==> src/rtl/mem_stage_pkg.sv <==
// Shared types and default widths for the memory stage of the 8-bit pipelined core.
package mem_stage_pkg;

    localparam int DEF_DATA_W = 8;
    localparam int DEF_ADDR_W = 8;
    localparam int DEF_DEST_W = 2;
    localparam int CNT_W      = 4;

    typedef enum logic {
        IDLE = 1'b0,
        BUSY = 1'b1
    } state_t;

endpackage

==> src/rtl/data_mem.sv <==
// Data memory: 2**ADDR_W x DATA_W words, asynchronous clear and read, synchronous write.
module data_mem #(
    parameter int DATA_W = 8,
    parameter int ADDR_W = 8
) (
    input  logic              clk,
    input  logic              rst,
    input  logic              we,
    input  logic [ADDR_W-1:0] addr,
    input  logic [DATA_W-1:0] wdata,
    output logic [DATA_W-1:0] rdata
);

    localparam int DEPTH = 2 ** ADDR_W;

    logic [DATA_W-1:0] mem [DEPTH];

    // NOTE: the array sits in the reset branch because the core relies on a
    // cleared memory after reset; without that need it would be left out so
    // the array can map onto a RAM macro.
    always_ff @(posedge clk or posedge rst) begin
        if (rst) begin
            for (int i = 0; i < DEPTH; i++) begin
                mem[i] <= '0;
            end
        end else if (we) begin
            mem[addr] <= wdata;
        end
    end

    assign rdata = mem[addr];

endmodule

==> src/rtl/mem_stage.sv <==
// Memory stage: stalls upstream for MEM_LATENCY extra cycles per load/store,
// then registers the instruction into the MEM/WB pipeline register.
module mem_stage
    import mem_stage_pkg::*;
#(
    parameter int DATA_W      = mem_stage_pkg::DEF_DATA_W,
    parameter int ADDR_W      = mem_stage_pkg::DEF_ADDR_W,
    parameter int DEST_W      = mem_stage_pkg::DEF_DEST_W,
    parameter int MEM_LATENCY = 2
) (
    input  logic              clk,
    input  logic              rst,
    input  logic              WB_EN_in,
    input  logic              MEM_R_EN_in,
    input  logic              MEM_W_EN_in,
    input  logic [DATA_W-1:0] Val_Ra_in,
    input  logic [DATA_W-1:0] ALU_Res_in,
    input  logic [DEST_W-1:0] Dest_in,
    output logic              freeze,
    output logic              WB_EN,
    output logic              MEM_R_EN,
    output logic [DATA_W-1:0] ALU_Res,
    output logic [DATA_W-1:0] Mem_Data,
    output logic [DEST_W-1:0] Dest
);

    localparam bit              HAS_WAIT = (MEM_LATENCY != 0);
    localparam logic [CNT_W-1:0] CNT_LOAD = HAS_WAIT ? CNT_W'(MEM_LATENCY - 1) : '0;

    state_t            state;
    state_t            next_state;
    logic [CNT_W-1:0]  cnt;
    logic              req;
    logic              complete;
    logic              mem_we;
    logic [DATA_W-1:0] rd_data;

    assign req = MEM_R_EN_in | MEM_W_EN_in;

    // NOTE: sequential state uses non-blocking assignments so every register
    // samples the values from before the edge, independent of block order.
    always_ff @(posedge clk or posedge rst) begin
        if (rst) begin
            state <= IDLE;
        end else begin
            state <= next_state;
        end
    end

    // NOTE: next_state gets a default before the case so no path leaves it
    // unassigned, which would infer a latch.
    always_comb begin
        next_state = state;
        case (state)
            IDLE: if (req && HAS_WAIT) next_state = BUSY;
            BUSY: if (cnt == '0)       next_state = IDLE;
            default:                   next_state = IDLE;
        endcase
    end

    // Freeze is gated by rst so an aborted access releases upstream at once.
    always_comb begin
        freeze   = 1'b0;
        complete = 1'b0;
        case (state)
            IDLE: begin
                freeze   = req && HAS_WAIT;
                complete = req && !HAS_WAIT;
            end
            BUSY: begin
                freeze   = (cnt != '0);
                complete = (cnt == '0);
            end
            default: ;
        endcase
        if (rst) begin
            freeze   = 1'b0;
            complete = 1'b0;
        end
        mem_we = complete && MEM_W_EN_in;
    end

    always_ff @(posedge clk or posedge rst) begin
        if (rst) begin
            cnt <= '0;
        end else if (state == IDLE && req && HAS_WAIT) begin
            cnt <= CNT_LOAD;
        end else if (state == BUSY && cnt != '0) begin
            cnt <= cnt - 1'b1;
        end
    end

    data_mem #(
        .DATA_W (DATA_W),
        .ADDR_W (ADDR_W)
    ) u_data_mem (
        .clk   (clk),
        .rst   (rst),
        .we    (mem_we),
        .addr  (ALU_Res_in[ADDR_W-1:0]),
        .wdata (Val_Ra_in),
        .rdata (rd_data)
    );

    // Frozen cycles inject a bubble so the held instruction is written back once.
    always_ff @(posedge clk or posedge rst) begin
        if (rst) begin
            WB_EN    <= 1'b0;
            MEM_R_EN <= 1'b0;
            ALU_Res  <= '0;
            Mem_Data <= '0;
            Dest     <= '0;
        end else if (freeze) begin
            WB_EN    <= 1'b0;
            MEM_R_EN <= 1'b0;
        end else begin
            WB_EN    <= WB_EN_in;
            MEM_R_EN <= MEM_R_EN_in;
            ALU_Res  <= ALU_Res_in;
            Dest     <= Dest_in;
            if (complete && MEM_R_EN_in) begin
                Mem_Data <= rd_data;
            end
        end
    end

endmodule

==> config.mk <==
export PLATFORM = sky130hd
export DESIGN_NAME = mem_stage
export DESIGN_NICKNAME = d
export VERILOG_FILES = /design/src/rtl/mem_stage_pkg.sv /design/src/rtl/data_mem.sv /design/src/rtl/mem_stage.sv
export SDC_FILE = /design/constraint.sdc
export NUM_CORES = 2
export LEC_CHECK = 0
export CAP_MARGIN = 0
export CORE_MARGIN = 1.5
export CORE_UTILIZATION = 40
export DETAILED_ROUTE_END_ITERATION = 10
export DONT_BUFFER_PORTS = 1
export HOLD_SLACK_MARGIN = 0.08
export PLACE_DENSITY = 0.54
export SYNTH_ARGS = -nofsm -noshare
export SYNTH_HDL_FRONTEND = slang
export SYNTH_HIERARCHICAL = 1
export SYNTH_SLANG_ARGS = --single-unit
export TNS_END_PERCENT = 20
==> constraint.sdc <==
create_clock -name clk -period 97.8 [get_ports clk]
set_input_delay 24.45 -clock clk [delete_from_list [all_inputs] [get_ports clk]]
set_output_delay 24.45 -clock clk [all_outputs]
set_load 0.01 [all_outputs]
==> metrics <==
status complete, but fails checks; failing checks slew limit; slew margin rel. -8.17%; RSZ-0062 raised after global routing false; Starting Density roughly two fifths; worst path arrival time about 25 ns; Setup Skew roughly 0.052 ns; fin crit period between 40 and 50 ns; Clock Sinks between 2000 and 2500; Layout area overhead 10.7%; die area 0.237 sq mm; fmax 20.1 MHz; Leak Pwr 0.0488 uW; vias in the first global route 54548; Detailed Routing Iterations Pass 1 7; worst-margin pin slew around 1.6 ns; Post-synth ARST share 100%; clock buffer depth 3; die height 487 microns; Placed Cells around 8600; gpl congestion 0.758; final setup fails 0; Root Buffer clkbuf_16; IO buf count 0; largest area contributor in the netlist dfrtp_1; vias per cell 5.80; Max Slew Vio Count 59; Post-CTS Hold Fix Bufs 0; final net count approximately 5800; DR DRC count 0; io pins 44; share of cells above drive strength 1 a little over half; routed vias 52074; fin crit share approximately 51%; Post-CTS Setup Inserts 0; H-Tree Depth 4; top cells by count, synth 2073 x dfrtp_1, 1988 x mux2_2, 512 x mux4_2, 331 x clkbuf_1, 256 x a22oi_1; Worst VDD drop 0.0144 mV; Core Area around 0.23 sq mm; first-pass GRT wire length between 300000 and 400000 microns; Pwr Density ~17 mW/mm^2; Syn Area/Cell about 16 sq um; peak fanout along the critical path 11; CTS tree yes; critical path class in -> out; CP endpoint kind primary output; post-cts resize count 0; Worst-Skew Late Latency 0.86 ns; pre-CTS setup slack ~48 ns; Main synth FF type dfrtp_1; WP data required between 70 and 80 ns; remaining global-route overflow 0; post-DR wirelength/cell around 29 microns; Area contributors post-synth dfrtp_1 55%, mux2_2 24%, mux4_2 12%, a22oi_1 2.1%, clkbuf_1 1.3%; Post-DP HPWL 142000 microns; final hold vios 0; TritonCTS Buffers approximately 220; hold crit path type reg -> reg; largest net degree at the start of global routing 525; number of antenna violations at the first check in global routing 6; synthesized cell area 0.0935 sq mm; Post-Syn Instances 5884; setup TNS 0 ns; GR Util All Layers between 20% and 30%; sequential fraction of the synthesis area a little under three fifths; unique cell type count in the Yosys netlist 41; Die W just under 500 microns; Post-synth EDFFs 0; DR iter-0 viols approximately 3400; Worst Setup Start Kind input pin; Worst-path clk slew 0.06 ns; Final ANT Viol Nets 0; syn_nets 5908; Synth Register Bits ~2100; Placement Rows 177; Total Wirelength 256000 microns; Finished Layout Cells 8972; Setup WS post-layout 48.08 ns; max-cap check violation count 0; Synth top area share 55.5%; Synthesis Warnings 6; cell with the most instances after synthesis dfrtp_1
## cells in the final DEF (no fill, tap or decap), types with 2 or more instances in the layout
cell type / instances
dfrtp_1: 2073
nor2_1: 19
nand2b_1: 6
o41ai_1: 27
clkinv_2: 44
or3_2: 6
inv_16: 2
clkbuf_8: 70
nor2_2: 107
bufinv_16: 11
clkinvlp_4: 3
clkbuf_16: 221
nor4_4: 2
mux2_4: 8
a21oi_1: 129
nor2b_4: 2
nand2b_2: 2
nand2_1: 148
diode_2: 5
a22oi_1: 256
nor2_4: 27
inv_1: 3
nand3_1: 7
buf_4: 75
mux2_1: 71
inv_6: 9
mux2_2: 1988
nand4_1: 8
buf_12: 3
or2_2: 2
nor2b_1: 6
nor3_2: 4
clkbuf_1: 48
o41ai_2: 5
mux4_2: 512
## worst max-delay path: stages
cell and delay, ns:
nor3_1 0.40, nor3_4 0.14, buf_4 0.25
## state kept, by name, indices dropped and copies added, names as in the netlist
signal          count
state               1
Dest                2
Mem_Data            8
u_data_mem/mem   2048
ALU_Res             8
MEM_R_EN            1
cnt                 4
WB_EN               1
## where the power goes
part	internal [uW]	switching (uW)
registers	872	7.91
logic	28.8	38.3
clock network	497	355
## worst paths after layout
path                                                  start                          endpoint  slack (ns)  cells after the start
max                                             MEM_W_EN_in                            freeze       48.08                      3
min                        u_data_mem/mem[1208]$_DFFE_PP0P_  u_data_mem/mem[1208]$_DFFE_PP0P_        0.49                      1
max reg2reg                              cnt[0]$_DFFE_PP0P_   u_data_mem/mem[509]$_DFFE_PP0P_       93.30                      9
min reg2reg                u_data_mem/mem[1208]$_DFFE_PP0P_  u_data_mem/mem[1208]$_DFFE_PP0P_        0.49                      1
max in group asynchronous                               rst  u_data_mem/mem[1082]$_DFFE_PP0P_       69.80                      6
min in group asynchronous                               rst   u_data_mem/mem[874]$_DFFE_PP0P_       23.61                      1
## through the flow
stage	utilization [%]	area, sq um	hold WS, ns	total power, uW
4_1_cts	44.5	104000	0.491	1820
6_report	44.5	104000	0.486	1800
2_1_floorplan	-	93500	0.459	966
5_1_grt	44.5	104000	0.504	1860
3_3_place_gp	41.4	96200	0.469	961
3_5_place_dp	41.4	96200	0.477	963
## cells by family (layout without fill, tap and decap cells)
family,after synthesis,after routing,share of synthesized area [%]
muxes,2579,2579,37.2
DFF,2073,2073,55.5
buffers and inverters,453,493,2.11
AOI/OAI and AO/OA,421,421,3.07
and+or+nand+nor,357,357,2.11
adders and majority gates,1,1,0.0134
other,0,5,0
## per-layer routing
layer / up-vias / wire (microns) / global-route usage, %
met2: 958 / 120000 / 33.7
li1: 21884 / - / -
met5: - / 14 / 0
met1: 28865 / 118000 / 31.3
met3: 365 / 10500 / 3.42
met4: 2 / 7440 / 6.41
## final cells by class
type	count	area (sq um)
fillers	20653	129000
multi-input cells	3358	39800
flip-flops and latches	2073	51900
diodes	5	12.5
repair buffers	78	623
well taps	3043	3810
clock buffers	339	6670
inverters	5	26.3
clock inverters	71	738
Note: power is estimated with default switching activity, not from simulation.
